[config.mk]
export PLATFORM = sky130hd
export DESIGN_NAME = qnigma_tcp_ack_track
export DESIGN_NICKNAME = d
export VERILOG_FILES = /design/src/rtl/qnigma_tcp_ack_track.sv
export SDC_FILE = /design/constraint.sdc
export NUM_CORES = 1
export LEC_CHECK = 0
export BUFFER_PORTS_ARGS = -buffer_cell sky130_fd_sc_hd__clkbuf_2
export CELL_PAD_IN_SITES_DETAIL_PLACEMENT = 0
export CELL_PAD_IN_SITES_GLOBAL_PLACEMENT = 1
export CORE_MARGIN = 3
export CORE_UTILIZATION = 38
export DETAILED_ROUTE_END_ITERATION = 8
export PLACE_DENSITY_LB_ADDON = 0.1
export SLEW_MARGIN = 20
export SYNTH_ARGS = -nofsm -noshare
export SYNTH_HDL_FRONTEND = slang
export SYNTH_SLANG_ARGS = --single-unit
[constraint.sdc]
create_clock -name clk -period 11.5 [get_ports clk]
set_input_delay 2.3 -clock clk [delete_from_list [all_inputs] [get_ports clk]]
set_output_delay 2.3 -clock clk [all_outputs]
set_load 0.01 [all_outputs]
[src/rtl/qnigma_tcp_ack_track.sv]
// qnigma_tcp_ack_track: receive-side cumulative ACK and SACK tracker with delayed-ACK control.
// Define QNIGMA_TCP_SACK_EN to build the SACK list with its insert and merge engine. Without
// the macro, out-of-order data is treated as duplicate and the SACK outputs read as zero.
module qnigma_tcp_ack_track #(
    parameter int unsigned SACK_BLOCKS    = 4,
    parameter int unsigned ACK_TIMEOUT_MS = 50,
    parameter int unsigned ACK_PKT_THRESH = 2,
    parameter int unsigned RX_WIN         = 65535
) (
    input  logic                      clk,
    input  logic                      rst,
    input  logic                      tick_ms,
    input  logic                      ini,
    input  logic [31:0]               ini_ack,
    input  logic                      seg_val,
    output logic                      seg_rdy,
    input  logic [31:0]               seg_seq,
    input  logic [15:0]               seg_len,
    output logic [31:0]               loc_ack,
    output logic [32*SACK_BLOCKS-1:0] sack_left,
    output logic [32*SACK_BLOCKS-1:0] sack_right,
    output logic [2:0]                sack_cnt,
    output logic                      send_ack,
    input  logic                      ack_sent
);

`ifdef QNIGMA_TCP_SACK_EN
    localparam bit SackEn = 1'b1;
`else
    localparam bit SackEn = 1'b0;
`endif
    localparam logic [3:0] PktThresh = 4'(ACK_PKT_THRESH);
    localparam logic [7:0] TmrLimit  = 8'(ACK_TIMEOUT_MS);

    typedef enum logic [1:0] {StIdle, StInsert, StMerge} state_e;

    state_e      state_q, state_d;
    logic [31:0] loc_ack_q, loc_ack_d;
    logic [3:0]  pkt_cnt_q, pkt_cnt_d;
    logic [7:0]  tmr_q, tmr_d;
    logic        send_ack_q, send_ack_d;

    logic [31:0] seg_end, seg_dist, end_gap;
    logic        accept, acc_inorder, acc_dup, acc_ooo;

    // Merge-engine results; tied off when the SACK list is not built.
    logic        mrg_hit;
    logic [31:0] mrg_right;

    // Modulo-2^32 "a is after b".
    function automatic logic seq_after(input logic [31:0] a, input logic [31:0] b);
        logic [31:0] diff;
        diff = a - b;
        return $signed(diff) > 32'sd0;
    endfunction

    assign seg_end     = seg_seq + 32'(seg_len);
    assign seg_dist    = seg_seq - loc_ack_q;
    assign end_gap     = seg_end - loc_ack_q;
    assign accept      = seg_val && (state_q == StIdle) && (seg_len != 16'd0);
    assign acc_inorder = accept && (seg_dist == 32'd0);
    // Segment ends at or before the ACK point: already received.
    assign acc_dup     = accept && (seg_dist != 32'd0) && ($signed(end_gap) <= 32'sd0);
    assign acc_ooo     = accept && (seg_dist != 32'd0) && ($signed(end_gap) > 32'sd0) &&
                         (seg_dist < 32'(RX_WIN));

    // State register.
    always_ff @(posedge clk) begin
        if (rst) begin
            state_q <= StIdle;
        end else begin
            state_q <= state_d;
        end
    end

    // Next-state logic; ini abandons any insert or merge in flight.
    always_comb begin
        state_d = state_q;
        unique case (state_q)
            StIdle: begin
                if (acc_inorder && SackEn) begin
                    state_d = StMerge;
                end else if (acc_ooo && SackEn) begin
                    state_d = StInsert;
                end
            end
            StInsert: state_d = StIdle;
            StMerge: begin
                if (!mrg_hit) begin
                    state_d = StIdle;
                end
            end
            default: state_d = StIdle;
        endcase
        if (ini) begin
            state_d = StIdle;
        end
    end

    // FSM outputs.
    always_comb begin
        seg_rdy = (state_q == StIdle);
    end

    // Cumulative ACK, delayed-ACK counters and the pure-ACK request.
    always_comb begin
        loc_ack_d = loc_ack_q;
        pkt_cnt_d = ack_sent ? 4'd0 : pkt_cnt_q;
        tmr_d     = ack_sent ? 8'd0 : tmr_q;
        if (!ack_sent && tick_ms && (pkt_cnt_q != 4'd0) && (tmr_q != TmrLimit)) begin
            tmr_d = tmr_q + 8'd1;
        end
        if (acc_inorder) begin
            loc_ack_d = seg_end;
            if (pkt_cnt_d != 4'hF) begin
                pkt_cnt_d = pkt_cnt_d + 4'd1;
            end
        end
        if ((state_q == StMerge) && mrg_hit && seq_after(mrg_right, loc_ack_q)) begin
            loc_ack_d = mrg_right;
        end
        // A set cause in the same cycle as ack_sent wins.
        send_ack_d = send_ack_q && !ack_sent;
        if (acc_dup || acc_ooo || ((state_q == StMerge) && mrg_hit) ||
            (pkt_cnt_d >= PktThresh) || (tmr_d == TmrLimit)) begin
            send_ack_d = 1'b1;
        end
        if (ini) begin
            loc_ack_d  = ini_ack;
            pkt_cnt_d  = 4'd0;
            tmr_d      = 8'd0;
            send_ack_d = 1'b0;
        end
    end

    // ACK and counter registers.
    always_ff @(posedge clk) begin
        if (rst) begin
            loc_ack_q  <= '0;
            pkt_cnt_q  <= '0;
            tmr_q      <= '0;
            send_ack_q <= 1'b0;
        end else begin
            loc_ack_q  <= loc_ack_d;
            pkt_cnt_q  <= pkt_cnt_d;
            tmr_q      <= tmr_d;
            send_ack_q <= send_ack_d;
        end
    end

    assign loc_ack  = loc_ack_q;
    assign send_ack = send_ack_q;

`ifdef QNIGMA_TCP_SACK_EN
    logic [31:0] left_q  [SACK_BLOCKS];
    logic [31:0] left_d  [SACK_BLOCKS];
    logic [31:0] right_q [SACK_BLOCKS];
    logic [31:0] right_d [SACK_BLOCKS];
    logic [2:0]  cnt_q, cnt_d;
    logic [31:0] ins_left_q, ins_right_q;
    logic        ins_hit;
    logic [2:0]  ins_idx, mrg_idx;
    logic [31:0] uni_left, uni_right;

    // Pending out-of-order range, consumed by the INSERT cycle.
    always_ff @(posedge clk) begin
        if (rst) begin
            ins_left_q  <= '0;
            ins_right_q <= '0;
        end else if (acc_ooo) begin
            ins_left_q  <= seg_seq;
            ins_right_q <= seg_end;
        end
    end

    // First entry overlapping or abutting the pending range, and the union of the two.
    always_comb begin
        ins_hit   = 1'b0;
        ins_idx   = '0;
        uni_left  = ins_left_q;
        uni_right = ins_right_q;
        for (int i = 0; i < int'(SACK_BLOCKS); i++) begin
            if (!ins_hit && (3'(i) < cnt_q) && !seq_after(left_q[i], ins_right_q) &&
                !seq_after(ins_left_q, right_q[i])) begin
                ins_hit = 1'b1;
                ins_idx = 3'(i);
                if (seq_after(ins_left_q, left_q[i])) begin
                    uni_left = left_q[i];
                end
                if (seq_after(right_q[i], ins_right_q)) begin
                    uni_right = right_q[i];
                end
            end
        end
    end

    // First entry whose left edge the cumulative ACK has reached; one absorbed per cycle.
    always_comb begin
        mrg_hit   = 1'b0;
        mrg_idx   = '0;
        mrg_right = '0;
        for (int i = 0; i < int'(SACK_BLOCKS); i++) begin
            if (!mrg_hit && (3'(i) < cnt_q) && !seq_after(left_q[i], loc_ack_q)) begin
                mrg_hit   = 1'b1;
                mrg_idx   = 3'(i);
                mrg_right = right_q[i];
            end
        end
    end

    // List update: move-to-front on insert, remove-and-compact on merge.
    always_comb begin
        left_d  = left_q;
        right_d = right_q;
        cnt_d   = cnt_q;
        if (state_q == StInsert) begin
            for (int j = 1; j < int'(SACK_BLOCKS); j++) begin
                if (!ins_hit || (3'(j) <= ins_idx)) begin
                    left_d[j]  = left_q[j-1];
                    right_d[j] = right_q[j-1];
                end
            end
            left_d[0]  = uni_left;
            right_d[0] = uni_right;
            if (!ins_hit && (cnt_q != 3'(SACK_BLOCKS))) begin
                cnt_d = cnt_q + 3'd1;
            end
        end else if ((state_q == StMerge) && mrg_hit) begin
            for (int j = 0; j < int'(SACK_BLOCKS) - 1; j++) begin
                if (3'(j) >= mrg_idx) begin
                    left_d[j]  = left_q[j+1];
                    right_d[j] = right_q[j+1];
                end
            end
            left_d[SACK_BLOCKS-1]  = '0;
            right_d[SACK_BLOCKS-1] = '0;
            cnt_d = cnt_q - 3'd1;
        end
        if (ini) begin
            for (int j = 0; j < int'(SACK_BLOCKS); j++) begin
                left_d[j]  = '0;
                right_d[j] = '0;
            end
            cnt_d = '0;
        end
    end

    // SACK list registers; unused slots are kept at zero.
    always_ff @(posedge clk) begin
        if (rst) begin
            for (int j = 0; j < int'(SACK_BLOCKS); j++) begin
                left_q[j]  <= '0;
                right_q[j] <= '0;
            end
            cnt_q <= '0;
        end else begin
            left_q  <= left_d;
            right_q <= right_d;
            cnt_q   <= cnt_d;
        end
    end

    // Flatten the list onto the output buses, block 0 in the LSBs.
    always_comb begin
        sack_left  = '0;
        sack_right = '0;
        for (int i = 0; i < int'(SACK_BLOCKS); i++) begin
            sack_left[32*i +: 32]  = left_q[i];
            sack_right[32*i +: 32] = right_q[i];
        end
    end

    assign sack_cnt = cnt_q;
`else
    assign mrg_hit    = 1'b0;
    assign mrg_right  = '0;
    assign sack_left  = '0;
    assign sack_right = '0;
    assign sack_cnt   = '0;
`endif

endmodule

Word-level counts from Yosys, hierarchy flattened. Cells that the tools add are included.

Bits in registers: 45. Bits in latches: 0. Memory bits (writable): 0. ROM bits: 0. Input bits: 86. Word-level logic and storage cells: 44. Memories kept: 0.

$add $sub $neg: 5. $mul: 0. Divide/modulo/power cells: 0. $lt $le $gt $ge: 4. Equality and inequality tests: 3. Shifts and indexed selects: 0. Muxes and demuxes: 8. Bitwise logic cells: 0. Reductions and logical operators: 20.

Operators by type and width (number): $mux 32 (2); $sub 32x32->32 (2); $add 32x16->32 (1); $gt 32x1->1 const B (1); $le 32x1->1 const B (1); $logic_not 32->1 (1); $lt 32x16->1 const B (1); $reduce_bool 32->1 (1); $mux 8 (2); $reduce_bool 16->1 (1); $mux 4 (3); $logic_and 1x1->1 (10); $add 8x1->8 const B (1); $eq 8x6->1 const B (1); $ne 8x6->1 const B (1); $add 4x1->4 const B (1); $ge 4x2->1 const B (1); $ne 4x4->1 const B (1); $reduce_bool 4->1 (1); $logic_or 1x1->1 (3); $reduce_bool 2->1 (1); $reduce_or 2->1 (1); $logic_not 1->1 (1); $mux 1 (1).

Depth between registers and ports, before layout.
Word-level depth: 9. Depth in mapped cells: 24.

Worst setup path before layout. OpenSTA, ideal clock, no wires.

Path type: in2reg. Start: input seg_seq[0]. End: register send_ack_q, in the netlist send_ack. Arrival time: 6.897 ns. Data required time: 11.426 ns. Slack: 4.529 ns. Cell stages on the path: 23. Path buffers: 1. Cell sequence: ha_1 fa_1 a21o_1 a21oi_1 o21ai_0 a21o_1 o21a_1 o21a_1 o21ai_0 xnor2_1 ha_1 clkbuf_1 a21oi_1 o21ai_0 a2111o_1 a211oi_1 or2_2 o21ai_0 mux2i_1 or3_1 o41ai_1 o211ai_1 a31oi_1.

Longest elaborated chain between the ends: 9. Elaborated cells on any way between the ends: 19.

RTL lines: start, declared (line 17) `input logic [31:0] seg_seq,`; $add 32x16->32 or $sub 32x32->32 (tied branches) (line 57, 58); $sub 32x32->32 or $reduce_bool 32->1 (tied branches) (line 59, 63, 64); $gt 32x1->1 or $logic_and 1x1->1 (tied branches) (line 64, 63); $logic_and 1x1->1 (2 in a row) (line 64) `assign acc_ooo = accept && (seg_dist != 32'd0) && ($signed(end_gap) > 32'sd0) &&`; $logic_or 1x1->1 (line 124) `if (acc_dup || acc_ooo || ((state_q == StMerge) && mrg_hit) ||`; $logic_or 1x1->1 * (line 124); $logic_or 1x1->1 * (line 125) `(pkt_cnt_d >= PktThresh) || (tmr_d == TmrLimit)) begin`; $mux 1 * (line 124); end signal, assigned (line 147) `send_ack_q <= send_ack_d;`; end, declared (line 41) `logic send_ack_q, send_ack_d;`.

Every way passes the cells marked *; elsewhere a longest branch is shown, timed or not. A chain may end at the register's enable or synchronous reset.

Worst setup path in the final report.
Start: input seg_len[13]. End: register send_ack_q, in the netlist send_ack.

Longest elaborated chain between the ends: 9. Elaborated cells on any way between the ends: 17.

RTL lines: start, declared (line 18) `input logic [15:0] seg_len,`; $add 32x16->32 or $reduce_bool 16->1 (tied branches) (line 57, 60); $sub 32x32->32 or $logic_and 1x1->1 (tied branches) (line 59, 60); $gt 32x1->1 or $logic_and 1x1->1 (tied branches) (line 64, 63); $logic_and 1x1->1 (2 in a row) (line 64); $logic_or 1x1->1 (line 124); $logic_or 1x1->1 * (line 124); $logic_or 1x1->1 * (line 125); $mux 1 * (line 124).

Marked as above.

==> flow_summary.json <==
{
  "clk_latency_ns": 0.30,
  "syn_to_final_growth_pct": -0.171,
  "holdWs_ns": 0.540,
  "dp_hpwl_mm": 25.7,
  "cts_htree_levels": 2,
  "finalHoldViolations": 0,
  "tritoncts": "built",
  "grt_remaining_overflow": 0,
  "startpoint": "seg_len[13]",
  "n_antenna_cell": 0,
  "hp-start": "pkt_cnt_q[3]",
  "worstPathCellList": "clkbuf_2 > ha_1 > or3_1 > or4_1 > a21oi_1 > o31ai_1 > a21oi_1 > nor2_1 > xor2_1 > ha_1 > nor2b_1 > a2111oi_0 > nand4_1 > or4_1 > a2111oi_0 > nand4_1 > nor4b_1 > nand4_1 > o41ai_1 > o211ai_1 > a31oi_1",
  "ys_ff_latch": 45,
  "first_global_vias": 7926,
  "die_area_um2": 27000,
  "drtIter0Drc": 468,
  "min_period_ns": 7.85,
  "nNetsFinal": 1576,
  "port_buffers": 118,
  "path_delay_family": "compound AO/OA/AOI/OAI gates",
  "fin_setup_tns_ns": 0,
  "core_um2": 24500,
  "final_cell_area_um2": 9520,
  "cts_num_sinks": 45,
  "required_ns": 11.73,
  "drc": 0,
  "critical_path_buf_inv_count": 1,
  "setup_viol": 0,
  "place_area_um2": 9360,
  "slowest_stage": "a21oi_1",
  "irDropWorstVdd_mv": 0.0629,
  "r2r_start": "loc_ack[10]",
  "ys_seq_area_share_pct": 9.45,
  "clock-skew-final_ns": 0.00925,
  "criticalPathCategory": "input port to flip-flop",
  "grt_use_total_pct": 20.9,
  "cts_resized": 0,
  "post-cts-setup-buffers": 0,
  "p_per_area_nw_per_um2": 95.7,
  "syn_area_per_cell_um2": 7.18,
  "cp_common_cell": "nand4_1",
  "cts_buffers": 5,
  "synth.yosys.warnings": 0,
  "die_h_um": 164,
  "crit_cells": 21,
  "r2r-end": "send_ack",
  "async_reset_ff_share_pct": 0,
  "synth_ff_type": "dfxtp_1",
  "cp-endpoint": "send_ack",
  "rsz0062_at_grt": "false",
  "dieWidth_um": 164,
  "status": "complete, no violations",
  "initial_core_util_pct": 39.0,
  "io_pins": 379,
  "viasPerCell": 5.03,
  "p_total_mw": 0.910,
  "dp.cells": 1723,
  "firstDrtPassIters": 5,
  "worstMarginPinSlew_ns": 0.886,
  "critical_path_arrival_ns": 8.08,
  "num_vias": 8704,
  "synth-edff-count": 0,
  "clockBufferDepth": 2,
  "fin_util_pct": 38.9,
  "grt_pass1_wl_mm": 44.6,
  "r2r_slack_ns": 7.12,
  "path_clk_slew_ns": 0.07,
  "finalCritPeriodShare_pct": 68.3,
  "wl_mm": 30.2,
  "worst_path_largest_cell_delay_ns": 0.61,
  "holdBufCountCts": 0,
  "fmax_mhz": 127,
  "crit_path_start_kind": "input port",
  "hold_path_class": "flip-flop to flip-flop",
  "place_worst_setup_slack_ns": 3.53,
  "root_buffer": "clkbuf_16",
  "rows": 57,
  "relSlewSlack_pct": 40.9,
  "endpoint_kind": "flip-flop",
  "postRouteAntennaNets": 0,
  "routedWlPerCell_um": 17.5,
  "reg2reg_depth": 14,
  "drive_gt1_share_pct": 11.5,
  "gp_congestion": 0.922,
  "antenna_found_initial": 0,
  "grt_max_degree": 48,
  "p_leak_nw": 4.50,
  "synthCells": 1327,
  "layoutNonFillerInstCount": 1731,
  "synth_area_um2": 9530,
  "maxSlewViolCount": 0,
  "synth.distinct_cells": 82,
  "path_max_fanout": 10,
  "maxCapViolations": 0,
  "layout_setup_ws_ns": 3.65
}
==> worst min-delay path by stage <==
stage,endpoint,slack (ns),cells after the start
6_report,pkt_cnt_q[3],0.54,2
5_1_grt,pkt_cnt_q[3],0.58,2
4_1_cts,pkt_cnt_q[3],0.54,2
3_5_place_dp,pkt_cnt_q[3],0.53,2
3_3_place_gp,pkt_cnt_q[3],0.53,2
2_1_floorplan,pkt_cnt_q[3],0.50,2
==> cells in the mapped netlist, types with 13 or more instances <==
library cell	instances	area (um^2)
nor2_1	67	251
xnor2_1	36	315
nand3_1	29	145
nand4_1	24	150
nand2b_1	14	87.6
buf_4	260	1950
a21oi_1	100	500
inv_1	66	248
buf_2	13	65.1
o21a_1	15	113
clkbuf_1	30	113
ha_1	81	1010
nand2_1	120	450
dfxtp_1	45	901
mux2i_1	26	260
a211oi_1	17	128
o21ai_0	56	280
xor2_1	27	236
and3_1	18	113
nor3_1	15	75.1
a21o_1	30	225
nor2b_1	30	188
nor4_1	13	81.3
==> worst reg2reg max path, cell delays in order (launching register included) <==
cell and delay (ns):
dfxtp_1 0.40, inv_1 0.13, ha_1 0.54, and4_1 0.34, nand3_1 0.10, o31ai_1 0.47, o2111a_1 0.32, o221ai_1 0.15
a21boi_0 0.17, nor4_2 0.42, nand4_1 0.13, buf_4 0.38, or3_1 0.39, mux2i_1 0.21, a31oi_1 0.10
==> cell usage in the layout (no fill, tap or decap), drive strengths merged, types with 9 or more instances in the layout <==
master and count:
a211oi 19, or3 10, a31oi 12, xnor2 36
o21ai 63, nand2 120, nand2b 14, nor2 68
nand3b 9, nor4 14, nand3 29, o22ai 9
xor2 27, o211ai 10, dfxtp 45, a21o 30
a21oi 100, clkbuf 124, o21a 15, conb 260
ha 81, nor3 15, and3 18, inv 66
mux2i 26, mux2 10, nand4 24, nor2b 30
==> where the power goes <==
group / internal, mW / switching, mW
logic: 0.205 / 0.376
clock network: 0.0869 / 0.0725
registers: 0.163 / 0.00663
total: 0.455 / 0.455
==> metal layers <==
metal  global-route usage [%]  vias up  share of wire [%]  routed length [um]
met5                        0        -                  0                   0
met4                     3.81        0                1.7                 501
met3                     3.16       29                5.9                1800
met2                     35.3      335                 46               14000
met1                     28.6     3994                 46               13900
li1                         -     4346                  -                   -
==> layout make-up <==
class / instances / area (um^2)
multi-input cells: 1168 / 7200
inverters: 66 / 248
flip-flops and latches: 45 / 901
fillers: 2695 / 14900
clock buffers: 6 / 139
clock inverters: 2 / 13.8
well taps: 324 / 405
repair buffers: 120 / 606
==> flip-flops by register name, indices dropped and copies added (netlist names) <==
signal and flops:
tmr_q 8, loc_ack 32, pkt_cnt_q 4, send_ack 1
==> kinds of logic (layout without fill, tap and decap cells) <==
group	after synthesis	after routing	synth area share (%)
simple gates	386	386	20.6
buf+inv	372	194	25.1
compound gates	338	338	23.5
fa+ha+maj	84	84	11.3
xor+xnor	64	64	6.04
flops	45	45	9.45
mux	36	36	3.91
other cells	2	260	0.0788
Note: power is estimated with default switching activity, not from simulation.
